[src/rtl/square_seq_if.sv]
// Stream and command bundle for the square_seq generator.
// Latency: none (wires only).
// Backpressure: out_valid/out_ready carry the producer/consumer handshake.
//
// Signals:
//   start, dir, x_start, x_end : sequence request, sampled by the producer while idle
//   busy, done                 : sequence status from the producer
//   out_valid, out_ready       : beat handshake
//   x_out, sq_out, last        : beat payload
//
// Modports:
//   master : the generator side (drives status and payload)
//   slave  : the requester/consumer side
interface square_seq_if #(
  parameter int WIDTH = 4
);
  logic                 start;
  logic                 dir;
  logic [WIDTH-1:0]     x_start;
  logic [WIDTH-1:0]     x_end;
  logic                 busy;
  logic                 out_valid;
  logic                 out_ready;
  logic [WIDTH-1:0]     x_out;
  logic [2*WIDTH-1:0]   sq_out;
  logic                 last;
  logic                 done;

  modport master (
    input  start, dir, x_start, x_end, out_ready,
    output busy, out_valid, x_out, sq_out, last, done
  );

  modport slave (
    output start, dir, x_start, x_end, out_ready,
    input  busy, out_valid, x_out, sq_out, last, done
  );
endinterface

[src/rtl/square_seq.sv]
// Streams (x, x*x) pairs from a latched x_start toward x_end, up or down.
// Latency: first beat valid WIDTH edges after start is sampled, then one beat per transfer.
// Backpressure: payload and last hold while out_valid=1 and out_ready=0.
//
// Ports:
//   clk  : rising-edge clock
//   rst  : synchronous active-high reset, dominates all other inputs
//   bus  : square_seq_if.master
//            start/dir/x_start/x_end in, sampled only while idle
//            busy/done status out
//            out_valid/out_ready handshake, x_out/sq_out/last payload
//
// WIDTH must be at least 2. The square is always 2*WIDTH bits wide.
module square_seq #(
  parameter int WIDTH = 4
) (
  input  logic         clk,
  input  logic         rst,
  square_seq_if.master bus
);

  localparam int SQW = 2 * WIDTH;
  localparam int CW  = $clog2(WIDTH + 1);

  localparam logic [1:0] ST_IDLE = 2'd0;
  localparam logic [1:0] ST_INIT = 2'd1;
  localparam logic [1:0] ST_RUN  = 2'd2;

  localparam logic [WIDTH-1:0] X_ONE     = WIDTH'(1);
  localparam logic [WIDTH-1:0] X_MAX     = {WIDTH{1'b1}};
  localparam logic [SQW-1:0]   SQ_ONE    = SQW'(1);
  localparam logic [CW-1:0]    ITER_LOAD = CW'(WIDTH);
  localparam logic [CW-1:0]    ITER_ONE  = CW'(1);

  // Control state
  logic [1:0]        state;
  logic              busy_q;
  logic              done_q;

  // Request captured at start; later input changes are ignored
  logic              dir_q;
  logic [WIDTH-1:0]  x_start_q;
  logic [WIDTH-1:0]  x_end_q;

  // Shift-add multiplier used once per sequence to seed the first square
  logic [WIDTH-1:0]  mplier;
  logic [SQW-1:0]    mcand;
  logic [SQW-1:0]    acc;
  logic [CW-1:0]     iter_cnt;

  // Output beat registers
  logic              out_vld_q;
  logic [WIDTH-1:0]  x_q;
  logic [SQW-1:0]    sq_q;

  // Datapath
  logic [SQW-1:0]    acc_sum;
  logic [SQW-1:0]    twice_x;
  logic [SQW-1:0]    sq_up;
  logic [SQW-1:0]    sq_dn;
  logic [WIDTH-1:0]  x_step;
  logic              at_end;
  logic              at_limit;
  logic              last_c;
  logic              xfer;

  // One shift-add iteration: add the multiplicand when the multiplier LSB is set.
  always_comb begin
    acc_sum = acc;
    if (mplier[0]) begin
      acc_sum = acc + mcand;
    end
  end

  // Incremental square update, always from the pre-step x:
  //   up:   (x+1)^2 = x^2 + 2x + 1
  //   down: (x-1)^2 = x^2 - 2x + 1
  // The down form may wrap in the intermediate term but the final value
  // is exact modulo 2^SQW and is never negative.
  assign twice_x = {{(SQW-WIDTH-1){1'b0}}, x_q, 1'b0};
  assign sq_up   = sq_q + twice_x + SQ_ONE;
  assign sq_dn   = sq_q - twice_x + SQ_ONE;
  assign x_step  = dir_q ? (x_q - X_ONE) : (x_q + X_ONE);

  // A sequence ends at x_end or at the range limit in the counting
  // direction, whichever comes first; it never wraps.
  assign at_end   = (x_q == x_end_q);
  assign at_limit = dir_q ? (x_q == '0) : (x_q == X_MAX);
  assign last_c   = out_vld_q & (at_end | at_limit);

  assign xfer = out_vld_q & bus.out_ready;

  always_ff @(posedge clk) begin
    if (rst) begin
      state     <= ST_IDLE;
      busy_q    <= 1'b0;
      done_q    <= 1'b0;
      dir_q     <= 1'b0;
      x_start_q <= '0;
      x_end_q   <= '0;
      mplier    <= '0;
      mcand     <= '0;
      acc       <= '0;
      iter_cnt  <= '0;
      out_vld_q <= 1'b0;
      x_q       <= '0;
      sq_q      <= '0;
    end else begin
      // done is a single-cycle pulse; only the final transfer raises it.
      done_q <= 1'b0;

      case (state)
        ST_IDLE: begin
          if (bus.start) begin
            state     <= ST_INIT;
            busy_q    <= 1'b1;
            dir_q     <= bus.dir;
            x_start_q <= bus.x_start;
            x_end_q   <= bus.x_end;
            mplier    <= bus.x_start;
            mcand     <= {{WIDTH{1'b0}}, bus.x_start};
            acc       <= '0;
            iter_cnt  <= ITER_LOAD;
          end
        end

        ST_INIT: begin
          acc      <= acc_sum;
          mcand    <= mcand << 1;
          mplier   <= mplier >> 1;
          iter_cnt <= iter_cnt - ITER_ONE;
          // The edge doing the final iteration also presents the first beat,
          // using the just-completed sum rather than the stale accumulator.
          if (iter_cnt == ITER_ONE) begin
            state     <= ST_RUN;
            x_q       <= x_start_q;
            sq_q      <= acc_sum;
            out_vld_q <= 1'b1;
          end
        end

        ST_RUN: begin
          if (xfer) begin
            if (last_c) begin
              // x_q/sq_q keep the final beat's values after the sequence ends.
              state     <= ST_IDLE;
              out_vld_q <= 1'b0;
              busy_q    <= 1'b0;
              done_q    <= 1'b1;
            end else begin
              x_q  <= x_step;
              sq_q <= dir_q ? sq_dn : sq_up;
            end
          end
        end

        default: begin
          state <= ST_IDLE;
        end
      endcase
    end
  end

  assign bus.busy      = busy_q;
  assign bus.done      = done_q;
  assign bus.out_valid = out_vld_q;
  assign bus.x_out     = x_q;
  assign bus.sq_out    = sq_q;
  assign bus.last      = last_c;

endmodule
[src/flat_wrapper.sv]
// flat-port wrapper written by rule: the top's interface ports become plain ports
module square_seq_flat 
#(
  parameter int WIDTH = 4
)
  (clk, rst, bus_start, bus_dir, bus_x_start, bus_x_end, bus_out_ready, bus_busy, bus_out_valid, bus_x_out, bus_sq_out, bus_last, bus_done);
  square_seq_if #(.WIDTH(WIDTH)) bus_i ();
  input  logic clk;
  input  logic rst;
  input wire logic [$bits(bus_i.start)-1:0] bus_start;
  input wire logic [$bits(bus_i.dir)-1:0] bus_dir;
  input wire logic [$bits(bus_i.x_start)-1:0] bus_x_start;
  input wire logic [$bits(bus_i.x_end)-1:0] bus_x_end;
  input wire logic [$bits(bus_i.out_ready)-1:0] bus_out_ready;
  output wire logic [$bits(bus_i.busy)-1:0] bus_busy;
  output wire logic [$bits(bus_i.out_valid)-1:0] bus_out_valid;
  output wire logic [$bits(bus_i.x_out)-1:0] bus_x_out;
  output wire logic [$bits(bus_i.sq_out)-1:0] bus_sq_out;
  output wire logic [$bits(bus_i.last)-1:0] bus_last;
  output wire logic [$bits(bus_i.done)-1:0] bus_done;
  assign bus_i.start = bus_start;
  assign bus_i.dir = bus_dir;
  assign bus_i.x_start = bus_x_start;
  assign bus_i.x_end = bus_x_end;
  assign bus_i.out_ready = bus_out_ready;
  assign bus_busy = bus_i.busy;
  assign bus_out_valid = bus_i.out_valid;
  assign bus_x_out = bus_i.x_out;
  assign bus_sq_out = bus_i.sq_out;
  assign bus_last = bus_i.last;
  assign bus_done = bus_i.done;
  square_seq #(.WIDTH(WIDTH)) u_core (.clk(clk), .rst(rst), .bus(bus_i));
endmodule
[config.mk]
export PLATFORM = sky130hd
export DESIGN_NAME = square_seq_flat
export DESIGN_NICKNAME = d
export VERILOG_FILES = /design/src/rtl/square_seq_if.sv /design/src/rtl/square_seq.sv /design/src/flat_wrapper.sv
export SDC_FILE = /design/constraint.sdc
export NUM_CORES = 1
export LEC_CHECK = 0
export ABC_AREA = 1
export CAP_MARGIN = 0
export CORE_MARGIN = 2
export CORE_UTILIZATION = 40
export DETAILED_ROUTE_END_ITERATION = 8
export DONT_BUFFER_PORTS = 1
export GPL_TIMING_DRIVEN = 0
export PLACE_DENSITY = 0.65
export SETUP_SLACK_MARGIN = 0.05
export SYNTH_ARGS = -nofsm -noshare
export SYNTH_HDL_FRONTEND = slang
export SYNTH_SLANG_ARGS = --single-unit
[constraint.sdc]
create_clock -name clk -period 4.24 [get_ports clk]
set_input_delay 0.636 -clock clk [delete_from_list [all_inputs] [get_ports clk]]
set_output_delay 0.636 -clock clk [all_outputs]
set_load 0.03 [all_outputs]
### After elaboration in Yosys (flattened, before gate mapping)

Cells that the tools add are included.

| word-level totals | value |
|---|---|
| register bits after elaboration | 49 |
| output and inout bits | 16 |
| bits of input ports | 13 |
| logic and storage cells | 80 |

| cells by class | value |
|---|---|
| eq/ne operators | 10 |
| bitwise logic cells | 5 |
| reduce and logical (&&, ||, !) cells | 12 |
| muxes and demuxes | 32 |
| add/sub/neg operators | 8 |

Operators with widths:

| kind | number |
|---|---|
| $mux 8 | 7 |
| $pmux 8 s2 | 3 |
| $mux 4 | 5 |
| $add 8x1->8 const B | 2 |
| $pmux 4 s2 | 2 |
| $reduce_and 4->1 | 4 |
| $add 8x5->8 | 1 |
| $add 8x8->8 | 1 |
| $mux 2 | 4 |
| $sub 8x5->8 | 1 |
| $mux 1 | 6 |
| $ne 2x2->1 const B | 3 |
| $pmux 2 s3 | 1 |
| $pmux 3 s2 | 1 |
| $reduce_bool 2->1 | 3 |
| $add 4x1->4 const B | 1 |
| $eq 4x4->1 | 1 |
| $eq 4x4->1 const B | 1 |
| $logic_not 4->1 | 1 |
| $ne 2x1->1 const B | 2 |
| $pmux 1 s2 | 2 |
| $reduce_and 2->1 | 2 |
| $sub 4x1->4 const B | 1 |
| $eq 3x1->1 const B | 1 |
| other kinds (9) | 11 |

### Depth between registers and ports, before layout

| logic depth | value |
|---|---|
| word-level depth | 7 |
| gate-level depth with buffers | 13 |
| depth with buffers taken out | 13 |

### Worst setup path before layout

Ideal clock, no wire load.

| timing | value |
|---|---|
| path type | reg2reg |
| start | register u_core.sq_q[1], in the netlist u_core.bus.sq_out[1] |
| end | register u_core.sq_q[3], in the netlist u_core.bus.sq_out[3] |
| stages on the path, launching flop included | 11 |
| arrival | 2134 ps |
| setup time | 117 ps |
| slack | 1988 ps |
| cell sequence | dfxtp_1 inv_1 ha_1 inv_1 ha_1 fa_1 xor2_1 o211ai_1 o21ai_0 nor2_1 nor2_1 |

| between the ends | value |
|---|---|
| longest elaborated chain between the ends | 6 |

Ends and longest elaborated chain:

| item | RTL line | source |
|---|---|---|
| start: declaration | square_seq.sv:54 | `logic [SQW-1:0] sq_q;` |
| start signal: assignment | square_seq.sv:137 | `sq_q <= acc_sum;` |
| start signal: assignment | square_seq.sv:152 | `sq_q <= dir_q ? sq_dn : sq_up;` |
| $add 8x5->8 or $sub 8x5->8 (tied branches) | square_seq.sv:81, square_seq.sv:82 |  |
| $add 8x1->8, on equally long branches | square_seq.sv:81, square_seq.sv:82 |  |
| $mux 8 (*) | square_seq.sv:152 |  |
| $mux 8 (*) | square_seq.sv:144 | `if (last_c) begin` |
| $mux 8 (*) | square_seq.sv:143 | `if (xfer) begin` |
| $pmux 8 s2 (*) | square_seq.sv:112 | `case (state)` |

Every way passes the cells marked *; elsewhere a longest branch is shown, timed or not. The select of a mux whose other input is x is not followed.
A chain may end at the register's enable or synchronous reset.

### Worst setup path after layout

| timing | value |
|---|---|
| start | register u_core.x_q[1], in the netlist u_core.bus.x_out[1] |
| end | output port bus_last |

| between the ends | value |
|---|---|
| longest elaborated chain between the ends | 4 |

Ends and longest elaborated chain:

| item | RTL line | source |
|---|---|---|
| start: declaration | square_seq.sv:53 | `logic [WIDTH-1:0] x_q;` |
| start signal: assignment | square_seq.sv:136 | `x_q <= x_start_q;` |
| start signal: assignment | square_seq.sv:151 | `x_q <= x_step;` |
| $eq 4x4->1 or $logic_not 4->1 (tied branches) | square_seq.sv:88 | `assign at_limit = dir_q ? (x_q == '0) : (x_q == X_MAX);` |
| $mux 1 | square_seq.sv:88 |  |
| $or 1x1->1 (*) | square_seq.sv:89 | `assign last_c = out_vld_q & (at_end \| at_limit);` |
| $and 1x1->1 (*) | square_seq.sv:89 |  |
| end: declaration | flat_wrapper.sv:19 | `output wire logic [$bits(bus_i.last)-1:0] bus_last;` |

Every way passes the cells marked *; elsewhere a longest branch is shown, timed or not.

==> results_dict.tcl <==
set metrics [dict create \
    status "complete, no violations" \
    cts_buffer_depth 2 \
    seq_area_sq_um 981 \
    finalCriticalPeriod_ps 2570 \
    syn_avg_cell_area_sq_um 6.62 \
    fill_cells 822 \
    syn-num-nets 528 \
    synth_area_sq_mm 0.00321 \
    cts_tree "yes" \
    clock-root-buffer "clkbuf_8" \
    clock_skew_ps 15.7 \
    max_slew_margin 0.566 \
    num_vias 2968 \
    peakVddDrop_mv 0.202 \
    antenna_left 0 \
    finalHoldViolCount 0 \
    synth-seq-area-share 0.305 \
    hp-class "register to register" \
    area_delta_synth_final_pct 6.93 \
    grt_pass1_vias 2641 \
    crit_arrival_ps 1930 \
    final_util 0.442 \
    post_cts_resized 0 \
    setup_tns_ps 0 \
    rsz0062_at_grt "false" \
    postCtsSetupBuffers 0 \
    die_h_um 93.6 \
    synth_seq_cells 49 \
    dp_hpwl_mm 5.91 \
    grt_remaining_overflow 0 \
    path_class "register to output pin" \
    clkSlewWorstSetupHoldPaths_ps 100 \
    io_pins 29 \
    numCtsBuffers 5 \
    routabilityCongestion 0.869 \
    viasPerCell 4.99 \
    endpoint_kind "output pin" \
    synthCells 485 \
    cap_violations 0 \
    multiInputGateArea_sq_mm 0.00194 \
    tightest_slew_ps 650 \
    max_stage_delay_ps 620 \
    final_cell_mix "nand2_1, inv_1, dfxtp_1" \
    drt-total-wl_mm 7.56 \
    cpMaxStageDelayCell "dfxtp_1" \
    ys_warn_count 0 \
    power_density_mw_per_mm2 354 \
    antenna_found_initial 0 \
    synth_edf_count 0 \
    htree_levels 2 \
    drt_iter0_markers 108 \
    grt_max_degree 18 \
    hold_buffers 0 \
    die_area_sq_mm 0.00877 \
    start_util 0.414 \
    async_flop_share 0 \
    path_max_fanout 6 \
    clock_latency_ps 310 \
    setup_viol 0 \
    grt_usage 0.180 \
    drc 0 \
    synth_flop_cell "dfxtp_1" \
    nNetsFinal 535 \
    num_rows 32 \
    max_freq_mhz 390 \
    clock_sinks 49 \
    core_area_sq_mm 0.00777 \
    die_x_um 93.6 \
    port_buffers 0 \
    final_common_cell "nand2_1" \
    drive_gt1_frac 0.0649 \
    first_pass_iters 4 \
    crit_top_cell "nand2_1" \
    insertedDiodeCount 0 \
    slew_viol_final 0 \
    cp.required_ps 3600 \
    grt_pass1_wl_mm 12.7 \
    p_leak_nw 1.56 \
    synth_cell_type_count 33 \
    crit_chain "inv_1 > nand2_1 > nand2_1 > nor2_1 > nand2_1 > nand2_1 > nand2_1 > inv_1" \
    drt-wirelength-per-cell_um 12.7 \
    fin_crit_sh 0.605 \
    start_kind "register" \
]
==> registers in the layout, indices dropped and copies added (netlist names) <==
signal,count
u_core.bus.done,1
u_core.x_start_q,4
u_core.bus.out_valid,1
u_core.mcand,8
u_core.bus.busy,1
u_core.state,2
u_core.dir_q,1
u_core.mplier,4
u_core.bus.sq_out,8
u_core.iter_cnt,3
u_core.acc,8
u_core.bus.x_out,4
u_core.x_end_q,4
==> synth_stat cells (2+ instances only) <==
cell | count | area share
or2_2 | 4 | 0.0078
nand2_1 | 158 | 0.18
dfxtp_1 | 49 | 0.31
nand2_2 | 3 | 0.0058
o21ai_0 | 26 | 0.040
a21oi_1 | 42 | 0.065
ha_1 | 26 | 0.10
fa_1 | 4 | 0.025
nand3_1 | 45 | 0.070
nor2_1 | 24 | 0.028
clkbuf_1 | 8 | 0.0093
xnor2_1 | 2 | 0.0055
a21oi_2 | 4 | 0.011
nand4_1 | 4 | 0.0078
xor2_1 | 4 | 0.011
inv_1 | 55 | 0.064
buf_2 | 4 | 0.0062
a31oi_1 | 8 | 0.016
==> area by class of cell <==
class | count | area share
multi-input cells | 363 | 0.564
flip-flops and latches | 49 | 0.286
inverters | 58 | 0.0645
well taps | 102 | 0.0371
plain buffers | 15 | 0.0211
clock buffers | 5 | 0.0200
clock inverters | 3 | 0.00765
==> final timing paths <==
kind | start | slack (ps) | endpoint | cells after the start
setup reg to reg | u_core.bus.x_out[1] | 1720 | u_core.bus.sq_out[7] | 10
hold reg to reg | u_core.mplier[3] | 470 | u_core.mplier[3] | 2
hold / removal | u_core.mplier[3] | 470 | u_core.mplier[3] | 2
setup / recovery | u_core.bus.x_out[1] | 1670 | bus_last | 8
==> per-layer routing <==
metal | share of wire | wire length (um) | track usage
met5 | 0 | 0 | 0
met4 | 0.0053 | 40 | 0.0302
met3 | 0.039 | 293 | 0.0338
met2 | 0.45 | 3380 | 0.291
met1 | 0.51 | 3840 | 0.253
==> metrics by stage <==
step	total power (W)	setup WS (ps)	cells	hold WS, ps	instance area, sq um
after floorplan	0.000846	1990	485	440	3210
after global placement	0.000929	1760	587	452	3340
after detailed placement	0.000935	1730	587	455	3340
after CTS	0.00123	1660	595	471	3440
after global routing	0.00130	1500	595	495	3440
final	0.00122	1670	595	470	3440
==> where the power goes <==
part	leakage [nW]	internal, W	switching [W]
Clock	0.0423	0.000120	0.000169
Combinational	1.12	0.000129	0.000238
Sequential	0.400	0.000497	0.0000619
==> critical path: cells and delay by family, from the launching register on <==
kind	cells	cell delay, ps
buffers and inverters	2	470
flip-flops	1	620
AND/OR/NAND/NOR	6	560
==> logic make-up (layout without fill, tap and decap cells) <==
kind of cell / Yosys count / after routing / share of synthesized area
and+or+nand+nor: 243 / 243 / 0.320
AOI/OAI and AO/OA: 84 / 84 / 0.141
buffers and inverters: 73 / 81 / 0.0915
DFF: 49 / 49 / 0.305
adders and majority gates: 30 / 30 / 0.126
xor gates and xnor gates: 6 / 6 / 0.0164
Note: power is estimated with default switching activity, not from simulation.
